## src/rtl/output4to1_if.sv

```systemverilog
// Bundled-data req/ack bus for the output4to1 router output port.
// Parameter: n - flit width in bits.
// Signals:
//   in_req/in_ack/in_data    - four input-side 4-phase channels, index i per source
//   out_req/out_ack/out_data - single outgoing 4-phase link
// Modports: master = router output port view, slave = environment view.
interface output4to1_if #(
  parameter int unsigned n = 8
);
  logic [3:0]          in_req;
  logic [3:0]          in_ack;
  logic [3:0][n-1:0]   in_data;
  logic                out_req;
  logic                out_ack;
  logic [n-1:0]        out_data;

  modport master (
    input  in_req, in_data, out_ack,
    output in_ack, out_req, out_data
  );

  modport slave (
    output in_req, in_data, out_ack,
    input  in_ack, out_req, out_data
  );
endinterface

```

## src/rtl/output4to1.sv

```systemverilog
// Router output port: merges four 4-phase req/ack input channels onto one
// outgoing link with round-robin arbitration.
// Ports:
//   clk   - clock
//   rst   - asynchronous active-low reset
//   bus   - output4to1_if.master (in_req/in_ack/in_data, out_req/out_ack/out_data)
//   grant - index of the source being served, holds last value when idle
//   busy  - high whenever the FSM is not in IDLE
// Option: define OUTPUT4TO1_REQ_SYNC_EN to pass in_req and out_ack through
// 2-flop synchronizers before the FSM (in_data stays unsynchronized).
module output4to1 #(
  parameter int unsigned n = 8
) (
  input  logic         clk,
  input  logic         rst,
  output4to1_if.master bus,
  output logic [1:0]   grant,
  output logic         busy
);

  localparam int unsigned PORTS = 4;

  typedef enum logic [1:0] {
    IDLE    = 2'd0,
    SEND    = 2'd1,
    RELEASE = 2'd2
  } state_e;

  state_e             state_q, state_d;
  logic [PORTS-1:0]   in_ack_q, in_ack_d;
  logic               out_req_q, out_req_d;
  logic [n-1:0]       out_data_q, out_data_d;
  logic [1:0]         grant_q, grant_d;
  logic [1:0]         last_q, last_d;
  logic               busy_q, busy_d;

  logic [PORTS-1:0]   req_s;
  logic               ack_s;
  logic               win_valid;
  logic [1:0]         win_idx;
  logic [1:0]         cand;

`ifdef OUTPUT4TO1_REQ_SYNC_EN
  logic [PORTS-1:0]   req_meta_q, req_sync_q;
  logic               ack_meta_q, ack_sync_q;

  // Two-flop synchronizers for the incoming handshake edges
  always_ff @(posedge clk or negedge rst) begin
    if (!rst) begin
      req_meta_q <= '0;
      req_sync_q <= '0;
      ack_meta_q <= 1'b0;
      ack_sync_q <= 1'b0;
    end else begin
      req_meta_q <= bus.in_req;
      req_sync_q <= req_meta_q;
      ack_meta_q <= bus.out_ack;
      ack_sync_q <= ack_meta_q;
    end
  end

  assign req_s = req_sync_q;
  assign ack_s = ack_sync_q;
`else
  assign req_s = bus.in_req;
  assign ack_s = bus.out_ack;
`endif

  // Round-robin pick: first requester after last_q, modulo 4. Scanning from the
  // farthest offset down lets the nearest requester overwrite earlier hits.
  always_comb begin
    win_valid = 1'b0;
    win_idx   = last_q;
    cand      = last_q;
    for (int k = int'(PORTS); k >= 1; k--) begin
      cand = last_q + 2'(k);
      if (req_s[cand]) begin
        win_valid = 1'b1;
        win_idx   = cand;
      end
    end
  end

  // Next-state and registered-output logic
  always_comb begin
    state_d    = state_q;
    in_ack_d   = in_ack_q;
    out_req_d  = out_req_q;
    out_data_d = out_data_q;
    grant_d    = grant_q;
    last_d     = last_q;

    case (state_q)
      IDLE: begin
        // out_ack must be low before a new out_req may rise
        if (win_valid && !ack_s) begin
          out_data_d = bus.in_data[win_idx];
          grant_d    = win_idx;
          out_req_d  = 1'b1;
          state_d    = SEND;
        end
      end
      SEND: begin
        if (ack_s) begin
          out_req_d = 1'b0;
          in_ack_d  = PORTS'(4'b0001 << grant_q);
          state_d   = RELEASE;
        end
      end
      RELEASE: begin
        // Both the link ack and the source req must be low, in either order
        if (!ack_s && !req_s[grant_q]) begin
          in_ack_d = '0;
          last_d   = grant_q;
          state_d  = IDLE;
        end
      end
      default: begin
        state_d   = IDLE;
        in_ack_d  = '0;
        out_req_d = 1'b0;
      end
    endcase

    busy_d = (state_d != IDLE);
  end

  // State and output registers
  always_ff @(posedge clk or negedge rst) begin
    if (!rst) begin
      state_q    <= IDLE;
      in_ack_q   <= '0;
      out_req_q  <= 1'b0;
      out_data_q <= '0;
      grant_q    <= 2'd0;
      last_q     <= 2'd3;
      busy_q     <= 1'b0;
    end else begin
      state_q    <= state_d;
      in_ack_q   <= in_ack_d;
      out_req_q  <= out_req_d;
      out_data_q <= out_data_d;
      grant_q    <= grant_d;
      last_q     <= last_d;
      busy_q     <= busy_d;
    end
  end

  assign bus.in_ack   = in_ack_q;
  assign bus.out_req  = out_req_q;
  assign bus.out_data = out_data_q;
  assign grant        = grant_q;
  assign busy         = busy_q;

endmodule
```

## src/flat_wrapper.sv

```systemverilog
// flat-port wrapper written by rule: the top's interface ports become plain ports
module output4to1_flat 
#(
  parameter int unsigned n = 8
)
  (clk, rst, grant, busy, bus_in_req, bus_in_data, bus_out_ack, bus_in_ack, bus_out_req, bus_out_data);
  output4to1_if #(.n(n)) bus_i ();
  input  logic clk;
  input  logic rst;
  output logic [1:0] grant;
  output logic busy;
  input wire logic [$bits(bus_i.in_req)-1:0] bus_in_req;
  input wire logic [$bits(bus_i.in_data)-1:0] bus_in_data;
  input wire logic [$bits(bus_i.out_ack)-1:0] bus_out_ack;
  output wire logic [$bits(bus_i.in_ack)-1:0] bus_in_ack;
  output wire logic [$bits(bus_i.out_req)-1:0] bus_out_req;
  output wire logic [$bits(bus_i.out_data)-1:0] bus_out_data;
  assign bus_i.in_req = bus_in_req;
  assign bus_i.in_data = bus_in_data;
  assign bus_i.out_ack = bus_out_ack;
  assign bus_in_ack = bus_i.in_ack;
  assign bus_out_req = bus_i.out_req;
  assign bus_out_data = bus_i.out_data;
  output4to1 #(.n(n)) u_core (.clk(clk), .rst(rst), .bus(bus_i), .grant(grant), .busy(busy));
endmodule
```

## config.mk

```make
export PLATFORM = sky130hd
export DESIGN_NAME = output4to1_flat
export DESIGN_NICKNAME = d
export VERILOG_FILES = /design/src/rtl/output4to1_if.sv /design/src/rtl/output4to1.sv /design/src/flat_wrapper.sv
export SDC_FILE = /design/constraint.sdc
export NUM_CORES = 1
export LEC_CHECK = 0
export ABC_AREA = 1
export CORE_MARGIN = 3
export CORE_UTILIZATION = 30
export DETAILED_ROUTE_END_ITERATION = 6
export SETUP_SLACK_MARGIN = 0.5
export SLEW_MARGIN = 40
export SYNTH_ARGS = -nofsm -noshare
export SYNTH_HDL_FRONTEND = slang
export SYNTH_SLANG_ARGS = --single-unit
```

## constraint.sdc

```tcl
create_clock -name clk -period 3.2 [get_ports clk]
set_clock_uncertainty 0.1 [all_clocks]
set_input_delay 0.32 -clock clk [delete_from_list [all_inputs] [get_ports clk]]
set_output_delay 0.32 -clock clk [all_outputs]
set_load 0.005 [all_outputs]
```

==> impl_metrics.ini <==
[power_and_ir_drop]
peakVddDrop_v = 0.000357
p_total_mw = 1.92
leakage_nw = 1.05
p_per_area_nw_per_um2 = 929

[grt]
grt_max_degree = 21
grt_pass1_vias = 1354
grt_util_all_layers_pct = 13.3
overflow = 0
antenna_found_initial = 0
grt_first_pass_wirelength_mm = 5.93

[sta]
post-route-min-period_ns = 2.09
slew_headroom_pct = 57.1
fin_worst_hold_slack_ns = 0.397
fmax_ghz = 0.478
finalSetupViolations = 0
finalCritPeriodShare_pct = 65.3
setup_tns_ns = 0
drv_slew = 0
rsz0062_at_grt = no
tightest_slew_ns = 0.637
finalHoldViolCount = 0

[clock_tree]
cts_hold_buffers = 1
cts_tree = built
cts_root_buffer = clkbuf_8
cts.htree.levels = 1
post-cts-setup-buffer-count = 0
insertion_delay_ns = 0.26
numCtsBuffers = 3
cts_resized = 0
clk_pin_slew_ns = 0.08
cts_sinks = 20
clk_path_buf_depth = 2

[finish]
layout-drive-gt1-share_pct = 13.0
post-route-util_pct = 46.3
n_antenna_cell = 0
nets = 301
area_growth_pct = 44.6

[critical_path]
path_cells = nand2_1, nand2_2, a21oi_1, nand2_1, nand2_1, inv_1, nand2_2, nor2_4, o211ai_1, nand3_1
arrival_ns = 2.19
end_kind = flip-flop
cp_data_required_time_ns = 3.30
slowest_delay_ns = 0.69
cp_max_fo = 17
crit_path_start_kind = flip-flop
path_delay_family = simple AND/OR/NAND/NOR gates
crit_top_cell = nand2_1
crit_buf_inv = 1
reg2reg_slack_ns = 1.11
crit_slowest_cell = dfstp_2
path_class = reg -> reg

[floorplan]
fp.dieH_um = 75.1
die_w_um = 75.1
initial_core_util_pct = 32.0
dieArea_um2 = 5640
io_pins = 55
placementRows = 24
coreArea_um2 = 4470

[job]
cap_violations = 0

[detailed_routing]
num_vias = 1438
drt_iter0_drc = 81
wl_mm = 3.45
drt-wirelength-per-cell_um = 11.0
ant_nets = 0
dr.pass1.iters = 4
avgViaCountPerCell = 4.59
drc_errors = 0

[logic_synthesis]
syn-num-nets = 246
synth_area_leader_cell = dfrtp_1
ys_seq_area_share_pct = 35.1
syn_area_um2 = 1430
synth.avg_cell_area_um2 = 6.91
synth_edf_count = 0
synth_commonest_cells = nand2_1 (70), inv_1 (36), nand3_1 (26)
yosys_warnings = 0
synth.area.top_cells = dfrtp_1 (31%), nand2_1 (18%), inv_1 (9.4%)
synthArstFlopShare_pct = 100
synth_cell_types = 24
synthFlopType = dfrtp_1
synth_top_area_share_pct = 31.5
yosysMostFrequentCell = nand2_1
ys_ff_latch = 20
postSynthCellCount = 207

[place]
portBuffers = 54
detailed_place_hpwl_mm = 2.70
place_congestion = 0.806

[status]
status = complete, no violations

[min_path]
hold_path.class = reg -> reg
[logic make-up after synthesis]
kind of cell | after synthesis | synth area share, %
buf+inv | 45 | 14.2
compound gates | 18 | 9.79
flops | 20 | 35.1
simple gates | 124 | 40.8
[final timing paths]
kind                                                     from                            endpoint  depth (start not counted)
max in group asynchronous                                 rst        u_core.last_q[0]$_DFFE_PN1P_                          2
max reg2reg                      u_core.last_q[0]$_DFFE_PN1P_  u_core.bus.out_data[3]$_DFFE_PN0P_                         10
min                        u_core.bus.out_data[4]$_DFFE_PN0P_  u_core.bus.out_data[4]$_DFFE_PN0P_                          2
max                              u_core.last_q[0]$_DFFE_PN1P_  u_core.bus.out_data[3]$_DFFE_PN0P_                         10
min in group asynchronous                                 rst         u_core.grant[0]$_DFFE_PN0P_                          2
min reg2reg                u_core.bus.out_data[4]$_DFFE_PN0P_  u_core.bus.out_data[4]$_DFFE_PN0P_                          2
[metal layers]
layer | part of all wire, % | track usage [%]
met2 | 44 | 21.5
met5 | 0 | 0
met1 | 46 | 16.6
met4 | 1.3 | 2.17
met3 | 9.4 | 6.01
[registers in the layout (all words and copies together), names as in the netlist]
name and flops:
u_core.bus.in_ack 4, u_core.grant 2, u_core.state_q 2, u_core.bus.out_data 8
u_core.busy 1, u_core.last_q 2, u_core.bus.out_req 1
[final cells by class]
| cell class | count | area, um2 |
|---|---|---|
| fill | 446 | 2400 |
| tap | 52 | 65.1 |
| timing repair buffer | 55 | 546 |
| multi-input combinational | 142 | 724 |
| clock inverter | 1 | 30.0 |
| sequential | 20 | 503 |
| clock buffer | 3 | 41.3 |
| inverter | 40 | 160 |
[power breakdown]
part,internal [mW],switching [mW]
clock network,0.167,0.0857
logic,0.484,0.684
registers,0.386,0.115
[layout by cell type (no fill, tap or decap), drive strengths merged]
| master | netlist | layout |
|---|---|---|
| nand3b | 1 | 1 |
| o21ai | 6 | 6 |
| nand4 | 5 | 5 |
| a211oi | 1 | 1 |
| buf | 4 | 1 |
| nand2 | 83 | 83 |
| o211ai | 7 | 7 |
| bufinv | 0 | 1 |
| inv | 40 | 40 |
| nand3 | 28 | 28 |
| dfstp | 2 | 2 |
| clkdlybuf4s50 | 0 | 53 |
| nor2 | 7 | 7 |
| a21oi | 4 | 4 |
| dlygate4sd3 | 0 | 1 |
| clkbuf | 1 | 3 |
| dfrtp | 18 | 18 |
[worst reg2reg max path, cell delays in order (launching register included)]
cell	delay, ns
dfstp_2	0.69
nand2_1	0.10
nand2_2	0.12
a21oi_1	0.06
nand2_1	0.06
nand2_1	0.05
inv_1	0.06
nand2_2	0.22
nor2_4	0.34
o211ai_1	0.14
nand3_1	0.08
[metrics by stage]
stage          instance area (um2)  instances  worst slack (ns)
3_3_place_gp                  1990        308             0.944
4_1_cts                       2070        313              1.07
5_1_grt                       2070        313             0.890
6_report                      2070        313              1.11
2_1_floorplan                 1430        207              1.42
3_5_place_dp                  1990        308             0.939
No activity file was read; power rests on OpenSTA's default activity.
